[src/rtl/pout_byte_serializer.sv]
// rtl/pout_byte_serializer.sv - word-to-byte pin serializer, LSB byte first
// A small word FIFO feeds a shift register; bytes flow back-to-back while words are queued.
module pout_byte_serializer #(
  parameter int WORD_W = 16,
  parameter int BYTE_W = 8,
  parameter int DEPTH  = 2
) (
  input  logic              clock,
  input  logic              reset,
  input  logic              in_valid,
  output logic              in_ready,
  input  logic [WORD_W-1:0] in_data,
  input  logic              in_last,
  output logic              out_valid,
  input  logic              out_ready,
  output logic [BYTE_W-1:0] out_data,
  output logic              out_last,
  output logic [15:0]       frame_count,
  output logic              busy
);

  localparam int N     = WORD_W / BYTE_W;
  localparam int IDX_W = $clog2(N);
  localparam int PTR_W = $clog2(DEPTH);
  localparam int CNT_W = PTR_W + 1;

  localparam logic [IDX_W-1:0] LAST_IDX = IDX_W'(N - 1);
  localparam logic [CNT_W-1:0] FULL_CNT = CNT_W'(DEPTH);

  typedef enum logic {
    S_IDLE,
    S_SEND
  } state_t;

  state_t state, state_next;

  logic [WORD_W:0]     fifo_mem [DEPTH];
  logic [PTR_W-1:0]    wr_ptr;
  logic [PTR_W-1:0]    rd_ptr;
  logic [CNT_W-1:0]    count;
  logic [WORD_W:0]     fifo_head;
  logic                fifo_empty;
  logic                push;
  logic                load;

  logic [WORD_W-1:0]   shift;
  logic [IDX_W-1:0]    byte_idx;
  logic                last_q;
  logic                last_byte;
  logic                byte_xfer;

  assign fifo_empty = (count == '0);
  assign fifo_head  = fifo_mem[rd_ptr];
  assign in_ready   = (count < FULL_CNT);
  assign push       = in_valid && in_ready;
  assign last_byte  = (byte_idx == LAST_IDX);
  assign byte_xfer  = out_valid && out_ready;
  assign busy       = !fifo_empty || (state == S_SEND);

  // Load (and pop) either from idle, or on the final byte so the next word follows without a gap.
  always_comb begin
    load = 1'b0;
    case (state)
      S_IDLE:  load = !fifo_empty;
      S_SEND:  load = byte_xfer && last_byte && !fifo_empty;
      default: load = 1'b0;
    endcase
  end

  always_ff @(posedge clock) begin
    if (push) begin
      fifo_mem[wr_ptr] <= {in_last, in_data};
    end
  end

  always_ff @(posedge clock or posedge reset) begin
    if (reset) begin
      wr_ptr <= '0;
      rd_ptr <= '0;
      count  <= '0;
    end else begin
      if (push) begin
        wr_ptr <= wr_ptr + PTR_W'(1);
      end
      if (load) begin
        rd_ptr <= rd_ptr + PTR_W'(1);
      end
      case ({push, load})
        2'b10:   count <= count + CNT_W'(1);
        2'b01:   count <= count - CNT_W'(1);
        default: count <= count;
      endcase
    end
  end

  always_ff @(posedge clock or posedge reset) begin
    if (reset) begin
      state <= S_IDLE;
    end else begin
      state <= state_next;
    end
  end

  always_comb begin
    state_next = state;
    case (state)
      S_IDLE: begin
        if (!fifo_empty) begin
          state_next = S_SEND;
        end
      end
      S_SEND: begin
        if (byte_xfer && last_byte && fifo_empty) begin
          state_next = S_IDLE;
        end
      end
      default: state_next = S_IDLE;
    endcase
  end

  always_comb begin
    out_valid = 1'b0;
    out_data  = '0;
    out_last  = 1'b0;
    if (state == S_SEND) begin
      out_valid = 1'b1;
      out_data  = shift[BYTE_W-1:0];
      out_last  = last_q && last_byte;
    end
  end

  always_ff @(posedge clock or posedge reset) begin
    if (reset) begin
      shift    <= '0;
      byte_idx <= '0;
      last_q   <= 1'b0;
    end else if (load) begin
      shift    <= fifo_head[WORD_W-1:0];
      last_q   <= fifo_head[WORD_W];
      byte_idx <= '0;
    end else if (byte_xfer) begin
      shift    <= shift >> BYTE_W;
      byte_idx <= byte_idx + IDX_W'(1);
    end
  end

  always_ff @(posedge clock or posedge reset) begin
    if (reset) begin
      frame_count <= 16'h0000;
    end else if (byte_xfer && out_last) begin
      frame_count <= frame_count + 16'h0001;
    end
  end

endmodule

[config.mk]
export PLATFORM = sky130hd
export DESIGN_NAME = pout_byte_serializer
export DESIGN_NICKNAME = d
export VERILOG_FILES = /design/src/rtl/pout_byte_serializer.sv
export SDC_FILE = /design/constraint.sdc
export NUM_CORES = 1
export LEC_CHECK = 0
export BUFFER_PORTS_ARGS = -buffer_cell sky130_fd_sc_hd__buf_2
export CAP_MARGIN = 10
export CORE_MARGIN = 2
export CORE_UTILIZATION = 40
export DETAILED_ROUTE_END_ITERATION = 7
export SETUP_SLACK_MARGIN = 0.02
export SLEW_MARGIN = 10
export SYNTH_ARGS = -nofsm -noshare
export SYNTH_HDL_FRONTEND = slang
export SYNTH_SLANG_ARGS = --single-unit
[constraint.sdc]
create_clock -name clock -period 3.5 [get_ports clock]
set_input_delay 1.05 -clock clock [delete_from_list [all_inputs] [get_ports clock]]
set_output_delay 1.05 -clock clock [all_outputs]
set_load 0.005 [all_outputs]
# [Yosys cells after proc, flatten, opt, wreduce, memory -nomap -nowiden]
# Memories as Yosys holds them, arrays and structs flattened.
# Cells that the tools add are included.
[word_totals] regBits=39 mem_bits_rw=34 inputBits=21 out_inout_bits=28 wordCells=45 memories=1
[mem_list] name="fifo_mem" depth=2 word_bits=17 read_ports=1 rd_ports_with_merged_regs=0 wr=1 line="37" text="logic [WORD_W:0] fifo_mem [DEPTH];"
[classes] n_addsub=6 n_lt_le_gt_ge=1 n_eq_ne=2 n_mux=14 bitwise=1 n_reduce_logical=12
[op_table] op="$mux 16" count=2
[op_table] op="$add 16x1->16 const B" count=1
[op_table] op="$mux 1" count=8
[op_table] op="$mux 8" count=1
[op_table] op="$logic_and 1x1->1" count=7
[op_table] op="$pmux 1 s2" count=2
[op_table] op="$pmux 2 s2" count=1
[op_table] op="$reduce_bool 2->1" count=2
[op_table] op="$add 1x1->1 const B" count=3
[op_table] op="$add 2x1->2 const B" count=1
[op_table] op="$eq 2x1->1 const B" count=1
[op_table] op="$eq 2x2->1 const B" count=1
[op_table] op="$logic_not 2->1" count=1
[op_table] op="$lt 2x2->1 const B" count=1
[op_table] op="$sub 2x1->2 const B" count=1
[op_table] op="$logic_not 1->1" count=1
[op_table] op="$logic_or 1x1->1" count=1
[op_table] op="$not 1->1" count=1

# [Logic depth before layout (Yosys ltp)]
[depth] ltp_word=7 depth_mapped=8 ltp_nobuf=7

# [Least setup slack after synthesis]
# Ideal clock, no wire load.
[synth_path] path_type="input to register" from="in out_ready" to="reg count[1]" setup_time_ps=80 arrival_time_ps=2205 t_required_ps=3420 path_slack_ps=1216 path_stages=7 n_path_buf=1 path_cell_list="a21bo_2 -> o21ai_2 -> buf_2 -> inv_1 -> ha_1 -> nor2_1 -> xnor2_1"
[synth_via] elab_chain_cells=6 elab_cells_between_ends=8 cone_classes="2 x eq/ne; 2 x mux; 4 x reduce/logical"
[synth_rtl] item="start, declared" line="15" text="input logic out_ready,"
[synth_rtl] item="$logic_and 1x1->1 (*)" line="57" text="assign byte_xfer = out_valid && out_ready;"
[synth_rtl] item="$logic_and 1x1->1 (*) (2 in a row)" line="65" text="S_SEND: load = byte_xfer && last_byte && !fifo_empty;"
[synth_rtl] item="$pmux 1 s2 (*)" line="63" text="case (state)"
[synth_rtl] item="named net load" line="44" text="logic load;"
[synth_rtl] item="$eq 2x1->1 or $eq 2x2->1 (tied branches)" line="88" text="case ({push, load})"
[synth_rtl] item="$pmux 2 s2 or $reduce_bool 2->1 (tied branches)"
[synth_rtl] item="end signal, assigned" line="89" text="2'b10: count <= count + CNT_W'(1);"
[synth_rtl] item="end signal, assigned" line="90" text="2'b01: count <= count - CNT_W'(1);"
[synth_rtl] item="end signal, assigned" line="91" text="default: count <= count;"
[synth_rtl] item="end, declared" line="40" text="logic [CNT_W-1:0] count;"
# The timed path passes the listed nets; every way through them passes the cells marked *.
# A chain may end at the register's enable or synchronous reset.

# [Worst setup path in the final report]
[layout_path] from="reg state" to="out busy"
[layout_via] elab_chain_cells=1
[layout_rtl] item="start, declared" line="35" text="state_t state, state_next;"
[layout_rtl] item="start signal, assigned" line="100" text="state <= state_next;"
[layout_rtl] item="$logic_or 1x1->1" line="58" text="assign busy = !fifo_empty || (state == S_SEND);"
[layout_rtl] item="end, declared" line="19" text="output logic busy"
# No other way between the ends.

==> impl_metrics.py <==
metrics = {
    "outcome": {
        "status": "finished clean",
    },
    "cts": {
        "clockBufferDepth": 2,
        "htreeDepth": 3,
        "hold_buffers": 0,
        "post_cts_buffers": 0,
        "clk_pin_slew_worst_paths_ns": 0.07,
        "cts_resized": 0,
        "clk_latency_ns": 0.34,
        "root_buffer": "clkbuf_8",
        "cts_tree": "built",
        "cts_buffers": 9,
        "cts_sinks": 73,
    },
    "timing": {
        "setup_tns_ns": 0,
        "hold_viol_final": 0,
        "fin_crit_sh_pct": 70.7,
        "tightestPinTransition_ns": 1.03,
        "setup_viol": 0,
        "slew_viol_final": 0,
        "max-slew-margin-rel_pct": 31.6,
        "grt_setup_unrepaired": "false",
        "fmax_mhz": 404,
        "finClkSkew_ns": 0.00668,
        "min_period_ns": 2.48,
    },
    "critical_path": {
        "worst-setup-path-type": "reg2out",
        "cp.required_ns": 2.45,
        "worst_setup_path_start_kind": "flop",
        "critPathMaxFanout": 15,
        "critPathCaptureType": "output port",
        "arrival_ns": 1.43,
    },
    "detailed_routing": {
        "drtIter0Drc": 72,
        "drt_pre_antenna_iters": 4,
        "viasPerCell": 4.84,
        "drc_errors": 0,
        "wl_per_cell_um": 13.8,
        "ant_nets": 0,
        "via_count": 1836,
        "finalWirelength_mm": 5.25,
    },
    "yosys": {
        "yosys_warnings": 0,
        "syn_avg_cell_area_um2": 13.4,
        "synth_edf_count": 34,
        "yosys.cell_count.top_type": "dfrtp_1",
        "synth.distinct_cells": 29,
        "ys.flop_type": "dfrtp_1",
        "synthArstFlopShare_pct": 53.4,
        "yosysSeqAreaShare_pct": 67.3,
        "synth_area_leaders": "edfxtp_1 34%, dfrtp_1 33%, xnor2_1 4.4%, nand2_1 3.3%, mux2i_1 3.0%",
        "syn_inst": 222,
        "synth.top_cells.by_count": "39 x dfrtp_1, 34 x edfxtp_1, 26 x nand2_1",
        "synth_top_area_cell": "edfxtp_1",
        "synth_area_mm2": 0.00297,
        "syn-num-nets": 245,
        "ys_ff_latch": 73,
        "synth_top_area_share_pct": 34.4,
    },
    "placement": {
        "gp_congestion": 0.774,
        "io_buffers": 48,
        "hpwl_mm": 3.47,
    },
    "global_routing": {
        "grt_pass1_vias": 1747,
        "grt.overflow.total": 0,
        "grtUsageTotal_pct": 13.9,
        "grt_start_max_net_pins": 40,
        "antenna_found_initial": 0,
        "grt_pass1_wl_mm": 8.75,
    },
    "finish": {
        "num_antenna_cells": 0,
        "n_fill_cell": 660,
        "seq_area_mm2": 0.00200,
        "layout-drive-gt1-share_pct": 26.1,
        "syn2layout_area_growth_pct": 17.3,
        "nNetsFinal": 298,
        "multi_input_area_um2": 916,
        "fin_util_pct": 48.3,
    },
    "die": {
        "dieArea_mm2": 0.00812,
        "die_h_um": 90.1,
        "core_area_mm2": 0.00721,
        "start_util_pct": 41.1,
        "core.rowCount": 31,
        "io_pins": 49,
        "die_w_um": 90.1,
    },
    "power_and_ir_drop": {
        "power_density_mw_per_mm2": 711,
        "power.leakage_nw": 1.50,
        "irDropWorstVdd_mv": 0.299,
    },
    "min_path": {
        "min_path_type": "reg2reg",
    },
    "run": {
        "cap_violations": 0,
    },
}
## per-layer routing
| layer | track usage (%) | up-vias | wire, um |
|---|---|---|---|
| li1 | - | 900 | - |
| met5 | 0 | - | 0 |
| met1 | 18.4 | 879 | 2480 |
| met3 | 3.86 | 11 | 240 |
| met4 | 6.15 | 0 | 93 |
| met2 | 21.5 | 46 | 2440 |
## flip-flops by register name, summed over array words and instances, names as in the netlist
signal	count
state	1
rd_ptr	1
fifo_mem	34
count	2
wr_ptr	1
byte_idx	1
shift	16
last_q	1
frame_count	16
## kinds of logic after synthesis
family	share of synthesized area, %
xor gates and xnor gates	5.90
buffers and inverters	1.85
and+or+nand+nor	14.7
muxes	3.41
adders and majority gates	0.843
DFF	67.3
AOI/OAI and AO/OA	6.03
## where the power goes
group	switching, mW	total [mW]	internal (mW)
logic	0.319	0.610	0.291
registers	0.179	1.29	1.11
clock network	0.313	0.573	0.260
## per-stage QoR
stage / std cells / power [mW] / hold WS [ns] / cell area [um2] / setup WS, ns
2_1_floorplan: 222 / 1.72 / 0.461 / 2970 / 1.22
3_3_place_gp: 363 / 1.92 / 0.466 / 3310 / 1.17
3_5_place_dp: 363 / 1.94 / 0.466 / 3310 / 1.12
4_1_cts: 379 / 2.51 / 0.478 / 3480 / 0.980
5_1_grt: 379 / 2.64 / 0.500 / 3480 / 0.947
6_report: 379 / 2.48 / 0.477 / 3480 / 1.02
## critical path: stages, from the launching register on
cell and delay (ns):
dfrtp_1 0.56, or3_1 0.39, buf_2 0.13
## layout by cell type, fill, tap and decap left out, types with 9 or more instances in the layout
master and instances:
and2_1 10, buf_2 48, clkbuf_8 9, dfrtp_1 39, edfxtp_1 34, mux2i_1 9, nand2_1 26, nand3_1 14
o21ai_0 10, xnor2_1 15
## layout make-up
cell class                 instances  share of cell area (%)
sequential                        73                    57.3
tap                               99                    3.56
multi-input combinational        137                    26.3
inverter                           3                   0.323
clock inverter                     6                    1.26
clock buffer                      10                    3.67
timing repair buffer              51                    7.55
## path summary, 6_finish.rpt
check | slack [ns] | cells past startpoint | end | start
min in group asynchronous | 0.82 | 3 | shift[8] | reset
setup / recovery | 1.02 | 2 | busy | state
hold / removal | 0.48 | 1 | frame_count[15] | frame_count[15]
max in group asynchronous | 2.33 | 3 | state | reset
hold reg to reg | 0.48 | 1 | frame_count[15] | frame_count[15]
setup reg to reg | 1.60 | 6 | count[1] | state
No activity file was read; power rests on OpenSTA's default activity.
